### config.mk
export PLATFORM = sky130hd
export DESIGN_NAME = somador_sequencial_flat
export DESIGN_NICKNAME = d
export VERILOG_FILES = /design/src/rtl/somador_sequencial_pkg.sv /design/src/rtl/somador_sequencial_if.sv /design/src/rtl/somador_bloco.sv /design/src/rtl/somador_completo.sv /design/src/rtl/somador_sequencial.sv /design/src/flat_wrapper.sv
export SDC_FILE = /design/constraint.sdc
export NUM_CORES = 1
export LEC_CHECK = 0
export ABC_CLOCK_PERIOD_IN_PS = 4300
export CAP_MARGIN = 0
export CORE_ASPECT_RATIO = 0.8
export CORE_MARGIN = 3
export CORE_UTILIZATION = 50
export CTS_CLUSTER_DIAMETER = 80
export DETAILED_ROUTE_END_ITERATION = 10
export MAX_ROUTING_LAYER = met4
export PLACE_DENSITY_LB_ADDON = 0.2
export SLEW_MARGIN = 30
export SYNTH_ARGS = -nofsm -noshare
export SYNTH_HDL_FRONTEND = slang
export SYNTH_SLANG_ARGS = --single-unit
### constraint.sdc
create_clock -name clk -period 4.3 [get_ports clk]
set_input_delay 1.29 -clock clk [delete_from_list [all_inputs] [get_ports clk]]
set_output_delay 1.29 -clock clk [all_outputs]
set_load 0.01 [all_outputs]
### src/rtl/somador_sequencial_pkg.sv
// ============================================================================
// Module : calc_pkg
// Brief  : Shared opcode and FSM encodings for the calculator datapath, plus
//          a helper that sizes the chunk counter.
// Revision: 1.0 - initial release
// ============================================================================
`default_nettype none

package calc_pkg;

  localparam logic OP_ADD = 1'b0;
  localparam logic OP_SUB = 1'b1;

  typedef enum logic [1:0] {
    ST_IDLE = 2'd0,
    ST_RUN  = 2'd1,
    ST_DONE = 2'd2
  } state_t;

  // Counter width able to hold 0..k-1, never narrower than one bit.
  function automatic int cnt_width(input int k);
    return (k <= 1) ? 1 : $clog2(k);
  endfunction

endpackage

`default_nettype wire

### src/rtl/somador_sequencial_if.sv
// ============================================================================
// Module : somador_sequencial_if
// Brief  : Start/done request bus between operand registers (master) and the
//          sequential adder (slave).
// Revision: 1.0 - initial release
// ============================================================================
`default_nettype none

interface somador_sequencial_if #(
  parameter int WIDTH = 8
);

  logic             start;
  logic             op;
  logic [WIDTH-1:0] A;
  logic [WIDTH-1:0] B;
  logic             cin;
  logic             busy;
  logic             done;
  logic [WIDTH-1:0] S;
  logic             cout;
  logic             ovf;
  logic             zero;

  modport master (
    output start, op, A, B, cin,
    input  busy, done, S, cout, ovf, zero
  );

  modport slave (
    input  start, op, A, B, cin,
    output busy, done, S, cout, ovf, zero
  );

endinterface

`default_nettype wire

### src/rtl/somador_bloco.sv
// ============================================================================
// Module : somador_bloco
// Brief  : CHUNK-bit ripple adder built from somador_completo cells. Also
//          exposes the carry into its top bit so the caller can form the
//          signed overflow flag when this block holds the operand MSB.
// Revision: 1.0 - initial release
// ============================================================================
`default_nettype none

module somador_bloco #(
  parameter int CHUNK = 2
) (
  input  wire logic [CHUNK-1:0] a,
  input  wire logic [CHUNK-1:0] b,
  input  wire logic             cin,
  output logic      [CHUNK-1:0] s,
  output logic                  cout,
  output logic                  c_msb_in
);

  logic [CHUNK:0] w_c;

  assign w_c[0] = cin;

  for (genvar i = 0; i < CHUNK; i++) begin : g_bit
    somador_completo u_fa (
      .a    (a[i]),
      .b    (b[i]),
      .cin  (w_c[i]),
      .s    (s[i]),
      .cout (w_c[i+1])
    );
  end

  assign cout     = w_c[CHUNK];
  assign c_msb_in = w_c[CHUNK-1];

endmodule

`default_nettype wire

### src/rtl/somador_completo.sv
// ============================================================================
// Module : somador_completo
// Brief  : One-bit full adder cell.
// Revision: 1.0 - initial release
// ============================================================================
`default_nettype none

module somador_completo (
  input  wire logic a,
  input  wire logic b,
  input  wire logic cin,
  output logic      s,
  output logic      cout
);

  assign s    = a ^ b ^ cin;
  assign cout = (a & b) | (cin & (a ^ b));

endmodule

`default_nettype wire

### src/rtl/somador_sequencial.sv
// ============================================================================
// Module : somador_sequencial
// Brief  : Multi-cycle adder/subtractor. Adds CHUNK bits per cycle, LSB chunk
//          first, carrying between cycles in a register. Subtraction is done
//          as A + ~B + ~borrow_in. Reports carry, signed overflow and zero.
// Revision: 1.0 - initial release
// ============================================================================
`default_nettype none

module somador_sequencial
  import calc_pkg::*;
#(
  parameter int WIDTH = 8,
  parameter int CHUNK = 2
) (
  input wire logic            clk,
  input wire logic            rst,
  somador_sequencial_if.slave bus
);

  localparam int K  = WIDTH / CHUNK;
  localparam int CW = cnt_width(K);

  if (WIDTH < 2 || CHUNK < 1 || (WIDTH % CHUNK) != 0) begin : g_bad_params
    $error("somador_sequencial: WIDTH must be >= 2 and a multiple of CHUNK");
  end

  if ($bits(bus.A) != WIDTH) begin : g_bad_bus
    $error("somador_sequencial: bus WIDTH does not match WIDTH");
  end

  state_t           r_state;
  logic [CW-1:0]    r_idx;
  logic [WIDTH-1:0] r_a;
  logic [WIDTH-1:0] r_b;
  logic             r_c;
  logic [WIDTH-1:0] r_s;
  logic             r_busy;
  logic             r_done;
  logic             r_cout;
  logic             r_ovf;
  logic             r_zero;

  logic [CHUNK-1:0] w_sum;
  logic             w_cout;
  logic             w_cmsb;
  logic [WIDTH-1:0] w_s_next;
  logic             w_last;

  // Operands are shifted right each cycle, so the active chunk is always
  // at the bottom of the shift registers.
  somador_bloco #(.CHUNK(CHUNK)) u_bloco (
    .a        (r_a[CHUNK-1:0]),
    .b        (r_b[CHUNK-1:0]),
    .cin      (r_c),
    .s        (w_sum),
    .cout     (w_cout),
    .c_msb_in (w_cmsb)
  );

  assign w_last = (r_idx == CW'(K - 1));

  // Result with the current chunk merged in; on the last chunk this is the
  // final sum, which is what the zero flag must look at.
  always_comb begin
    w_s_next = r_s;
    w_s_next[int'(r_idx)*CHUNK +: CHUNK] = w_sum;
  end

  // Control FSM, operand/carry registers and registered outputs.
  always_ff @(posedge clk or posedge rst) begin
    if (rst) begin
      r_state <= ST_IDLE;
      r_idx   <= '0;
      r_a     <= '0;
      r_b     <= '0;
      r_c     <= 1'b0;
      r_s     <= '0;
      r_busy  <= 1'b0;
      r_done  <= 1'b0;
      r_cout  <= 1'b0;
      r_ovf   <= 1'b0;
      r_zero  <= 1'b0;
    end else begin
      r_done <= 1'b0;
      case (r_state)
        ST_IDLE: begin
          if (bus.start) begin
            r_a     <= bus.A;
            r_b     <= (bus.op == OP_SUB) ? ~bus.B : bus.B;
            r_c     <= (bus.op == OP_SUB) ? ~bus.cin : bus.cin;
            r_idx   <= '0;
            r_cout  <= 1'b0;
            r_ovf   <= 1'b0;
            r_zero  <= 1'b0;
            r_busy  <= 1'b1;
            r_state <= ST_RUN;
          end
        end
        ST_RUN: begin
          r_s <= w_s_next;
          r_c <= w_cout;
          r_a <= r_a >> CHUNK;
          r_b <= r_b >> CHUNK;
          if (w_last) begin
            r_cout  <= w_cout;
            r_ovf   <= w_cout ^ w_cmsb;
            r_zero  <= ~|w_s_next;
            r_busy  <= 1'b0;
            r_done  <= 1'b1;
            r_state <= ST_DONE;
          end else begin
            r_idx <= r_idx + CW'(1);
          end
        end
        ST_DONE: begin
          r_state <= ST_IDLE;
        end
        default: begin
          r_state <= ST_IDLE;
        end
      endcase
    end
  end

  assign bus.busy = r_busy;
  assign bus.done = r_done;
  assign bus.S    = r_s;
  assign bus.cout = r_cout;
  assign bus.ovf  = r_ovf;
  assign bus.zero = r_zero;

endmodule

`default_nettype wire
### src/flat_wrapper.sv
// flat-port wrapper written by rule: the top's interface ports become plain ports
module somador_sequencial_flat import calc_pkg::*;
#(
  parameter int WIDTH = 8,
  parameter int CHUNK = 2
)
  (clk, rst, bus_start, bus_op, bus_A, bus_B, bus_cin, bus_busy, bus_done, bus_S, bus_cout, bus_ovf, bus_zero);
  somador_sequencial_if #(.WIDTH(WIDTH)) bus_i ();
  input wire logic clk;
  input wire logic rst;
  input wire logic [$bits(bus_i.start)-1:0] bus_start;
  input wire logic [$bits(bus_i.op)-1:0] bus_op;
  input wire logic [$bits(bus_i.A)-1:0] bus_A;
  input wire logic [$bits(bus_i.B)-1:0] bus_B;
  input wire logic [$bits(bus_i.cin)-1:0] bus_cin;
  output wire logic [$bits(bus_i.busy)-1:0] bus_busy;
  output wire logic [$bits(bus_i.done)-1:0] bus_done;
  output wire logic [$bits(bus_i.S)-1:0] bus_S;
  output wire logic [$bits(bus_i.cout)-1:0] bus_cout;
  output wire logic [$bits(bus_i.ovf)-1:0] bus_ovf;
  output wire logic [$bits(bus_i.zero)-1:0] bus_zero;
  assign bus_i.start = bus_start;
  assign bus_i.op = bus_op;
  assign bus_i.A = bus_A;
  assign bus_i.B = bus_B;
  assign bus_i.cin = bus_cin;
  assign bus_busy = bus_i.busy;
  assign bus_done = bus_i.done;
  assign bus_S = bus_i.S;
  assign bus_cout = bus_i.cout;
  assign bus_ovf = bus_i.ovf;
  assign bus_zero = bus_i.zero;
  somador_sequencial #(.WIDTH(WIDTH), .CHUNK(CHUNK)) u_core (.clk(clk), .rst(rst), .bus(bus_i));
endmodule
==> summary.md <==
| Metric | Value |
|---|---|
| Min Hold Slack | ~480 ps |
| Die area | between 0.004 and 0.005 mm² |
| Final min period | 2710 ps |
| Num CTS Buffers | 5 |
| Total GRT Usage | a little under a fifth |
| Root Driver | clkbuf_8 |
| PD cells | approximately 730 mW/mm² |
| Routed wire length | approximately 3.5 mm |
| I/O Pins | 34 |
| Top post-synthesis cells by area | dfrtp_1 49%, nand2_1 6.7%, xnor2_1 4.5% |
| Core Util, Final | between 60% and 70% |
| RR Startpoint | u_core.r_b[0]$_DFFE_PP0P_ |
| Core Region | between 0.003 and 0.004 mm² |
| Max-Cap Viols | 0 |
| Layout cell share with drive strength beyond 1 | between 7 and 8% |
| Later-pin clock latency in the skew report | around 280 ps |
| Leak | 0.967 nW |
| Synthesized area | approximately 0.0017 mm² |
| Final setup vio count | 0 |
| Post-synth top area share | 48.7% |
| Cts hold-fix bufs | 0 |
| Sequential share of power | a little over a third |
| Wire per inst | 13.8 µm |
| Dpl hpwl | between 2 and 3 mm |
| Slew HR | 58.8% |
| CP Class | input port to flop |
| Seq/Total Area, Yosys | ~50% |
| Die H | 58.8 µm |
| Post-CTS setup buffers | 0 |
| Via count | 1364 |
| Nets@finish | approximately 240 |
| Initial antenna violation count | 0 |
| DR pass1 iterations | 5 |
| Syn Inst Count | ~180 |
| H-tree depth | 2 |
| Critical path capture point type | flop |
| Worst Skew | between 10 and 15 ps |
| ANT cells | 0 |
| Hold Vio Cnt, Final | 0 |
| Slew Viols, Final | 0 |
| Worst Path Max Fanout | 14 |
| Total power | 1.61 mW |
| Comb pwr share | a little under half |
| Clk network pwr share | between 10% and 20% |
| HP Class | flop to flop |
| PortBufs | 33 |
| Peak VDD IR | around 0.00035 V |
| Worst-Margin Slew | a little over 600 ps |
| Fmax | ~370 MHz |
| CTS sink cnt | 34 |
| CTS tree | done |
| Vias in the first global route | 1343 |
| Longest Clk Path Bufs | 2 |
| Gr ovfl total | 0 |
| Die Wd | 72.1 µm |
| Pin count of the biggest net entering global routing | 35 |
| FF-to-FF setup slack | ~2100 ps |
| Register clock-pin slew on the reported worst setup and hold paths | roughly 70 ps |
| Status | completed |
| Yosys reg bits | 34 |
| CP required | around 4500 ps |
| Crit path DAT | ~2900 ps |
| Initial Util | approximately 54% |
| Count of cell types in the netlist | 33 |
| Switching share of total power | between 30% and 40% |
| Drc violations | 0 |
| Startpoint Class | input port |
| Setup TNS | 0 ps |
| Yosys top cell by area | dfrtp_1 |
| Post-Syn Area per Cell | a little under 10 µm² |
| RSZ-0062 raised after global routing | no |
| Post-CTS Resized | 0 |
| Initial DRC Count | between 50 and 60 |
| First-pass GRT wire length | roughly 6 mm |
| Hold path startpoint | u_core.bus.busy$_DFFE_PP0P_ |
| DR vias/cell | 5.39 |
| Num rows | 18 |
| Net Count, Synth | 208 |
| Synth warn | 0 |
| P_sw | around 640 µW |
| Critical path startpoint | bus_start |
| Placer Congestion | 0.786 |
| Pint | around 970 µW |
| Final worst path period share | 62.9% |
| Post-route ant nets | 0 |
| Area growth from synthesis to final layout | 25.9% |
## registers in the layout (all words and copies together), names as in the netlist
signal / count
u_core.bus.S: 8
u_core.bus.busy: 1
u_core.bus.cout: 1
u_core.bus.done: 1
u_core.bus.ovf: 1
u_core.bus.zero: 1
u_core.r_a: 8
u_core.r_b: 8
u_core.r_c: 1
u_core.r_idx: 2
u_core.r_state: 2
## final cells by class
type / count / area, µm²
clock inverters: 3 / 40.0
clock buffers: 5 / 68.8
multi-input cells: 128 / 817
well taps: 40 / 50.0
fillers: 248 / 1020
flip-flops and latches: 34 / 851
repair buffers: 34 / 338
inverters: 9 / 33.8
## stage by stage
| stage | cell area [µm²] | setup slack (ps) | std cells |
|---|---|---|---|
| 6_report | 2200 | 1590 | 253 |
| 5_1_grt | 2200 | 1530 | 253 |
| 4_1_cts | 2200 | 1610 | 253 |
| 3_5_place_dp | 2090 | 1340 | 245 |
| 3_3_place_gp | 2090 | 1400 | 245 |
| 2_1_floorplan | 1750 | 2250 | 179 |
## cell families after synthesis
logic type | synth area share (%)
mux | 1.22
buf+inv | 4.59
xor+xnor | 5.02
simple gates | 19.4
flops | 48.7
fa+ha+maj | 6.59
compound gates | 14.5
## synth_stat cells (all sizes together)
cell type	n
o221ai	1
nor2	18
clkbuf	2
mux2i	1
a41oi	3
fa	2
nand2	32
mux2	1
a21oi	2
buf	6
nor2b	10
and2b	1
nand2b	1
nand3b	1
ha	6
nand3	3
o21ai	17
xor2	1
nand4	2
inv	9
nor4b	1
xnor2	9
dfrtp	34
a311oi	1
a221o	6
nor3b	1
a31oi	8
## power by group through the flow
stage	Combinational (mW)	Clock, mW	Sequential (mW)
3_3_place_gp	0.740	0	0.561
3_5_place_dp	0.768	0	0.569
4_1_cts	0.770	0.285	0.567
2_1_floorplan	0.548	0	0.559
6_report	0.763	0.282	0.566
5_1_grt	0.855	0.299	0.586
## placed cells by master, fill, tap and decap left out, types with 2 or more instances in the layout
cell,netlist,routed
a221o_1,6,6
a31oi_1,8,8
a41oi_1,3,3
clkbuf_8,0,5
clkdlybuf4s50_1,0,33
clkinv_2,0,2
dfrtp_1,34,34
fa_1,2,2
ha_1,6,6
inv_1,9,9
nand2_1,31,31
nand3_1,3,3
nand4_1,2,2
nor2_1,17,17
nor2b_1,10,10
o21ai_0,13,13
o21ai_1,4,4
xnor2_1,9,9
## path summary, 6_finish.rpt
path,end,depth (start not counted)
min reg2reg,u_core.bus.busy$_DFFE_PP0P_,2
min,u_core.bus.busy$_DFFE_PP0P_,2
max in group asynchronous,u_core.r_b[4]$_DFFE_PP0P_,3
min in group asynchronous,u_core.bus.zero$_DFFE_PP0P_,3
max reg2reg,u_core.bus.zero$_DFFE_PP0P_,7
max,u_core.r_b[4]$_DFFE_PP0P_,4
## worst max-delay path: stages
cell,delay [ps]
clkdlybuf4s50_1,500
nor3b_4,560
nor2_2,170
a221o_1,340
## metal layers
metal  up-vias  share of wire, %  global-route usage, %
li1        673                 -                      -
met1       642                48                   24.8
met2        41                46                   28.8
met3         8               4.3                   4.95
met4         0               2.0                   7.24
met5         -                 0                      -
Note: power is estimated with default switching activity, not from simulation.
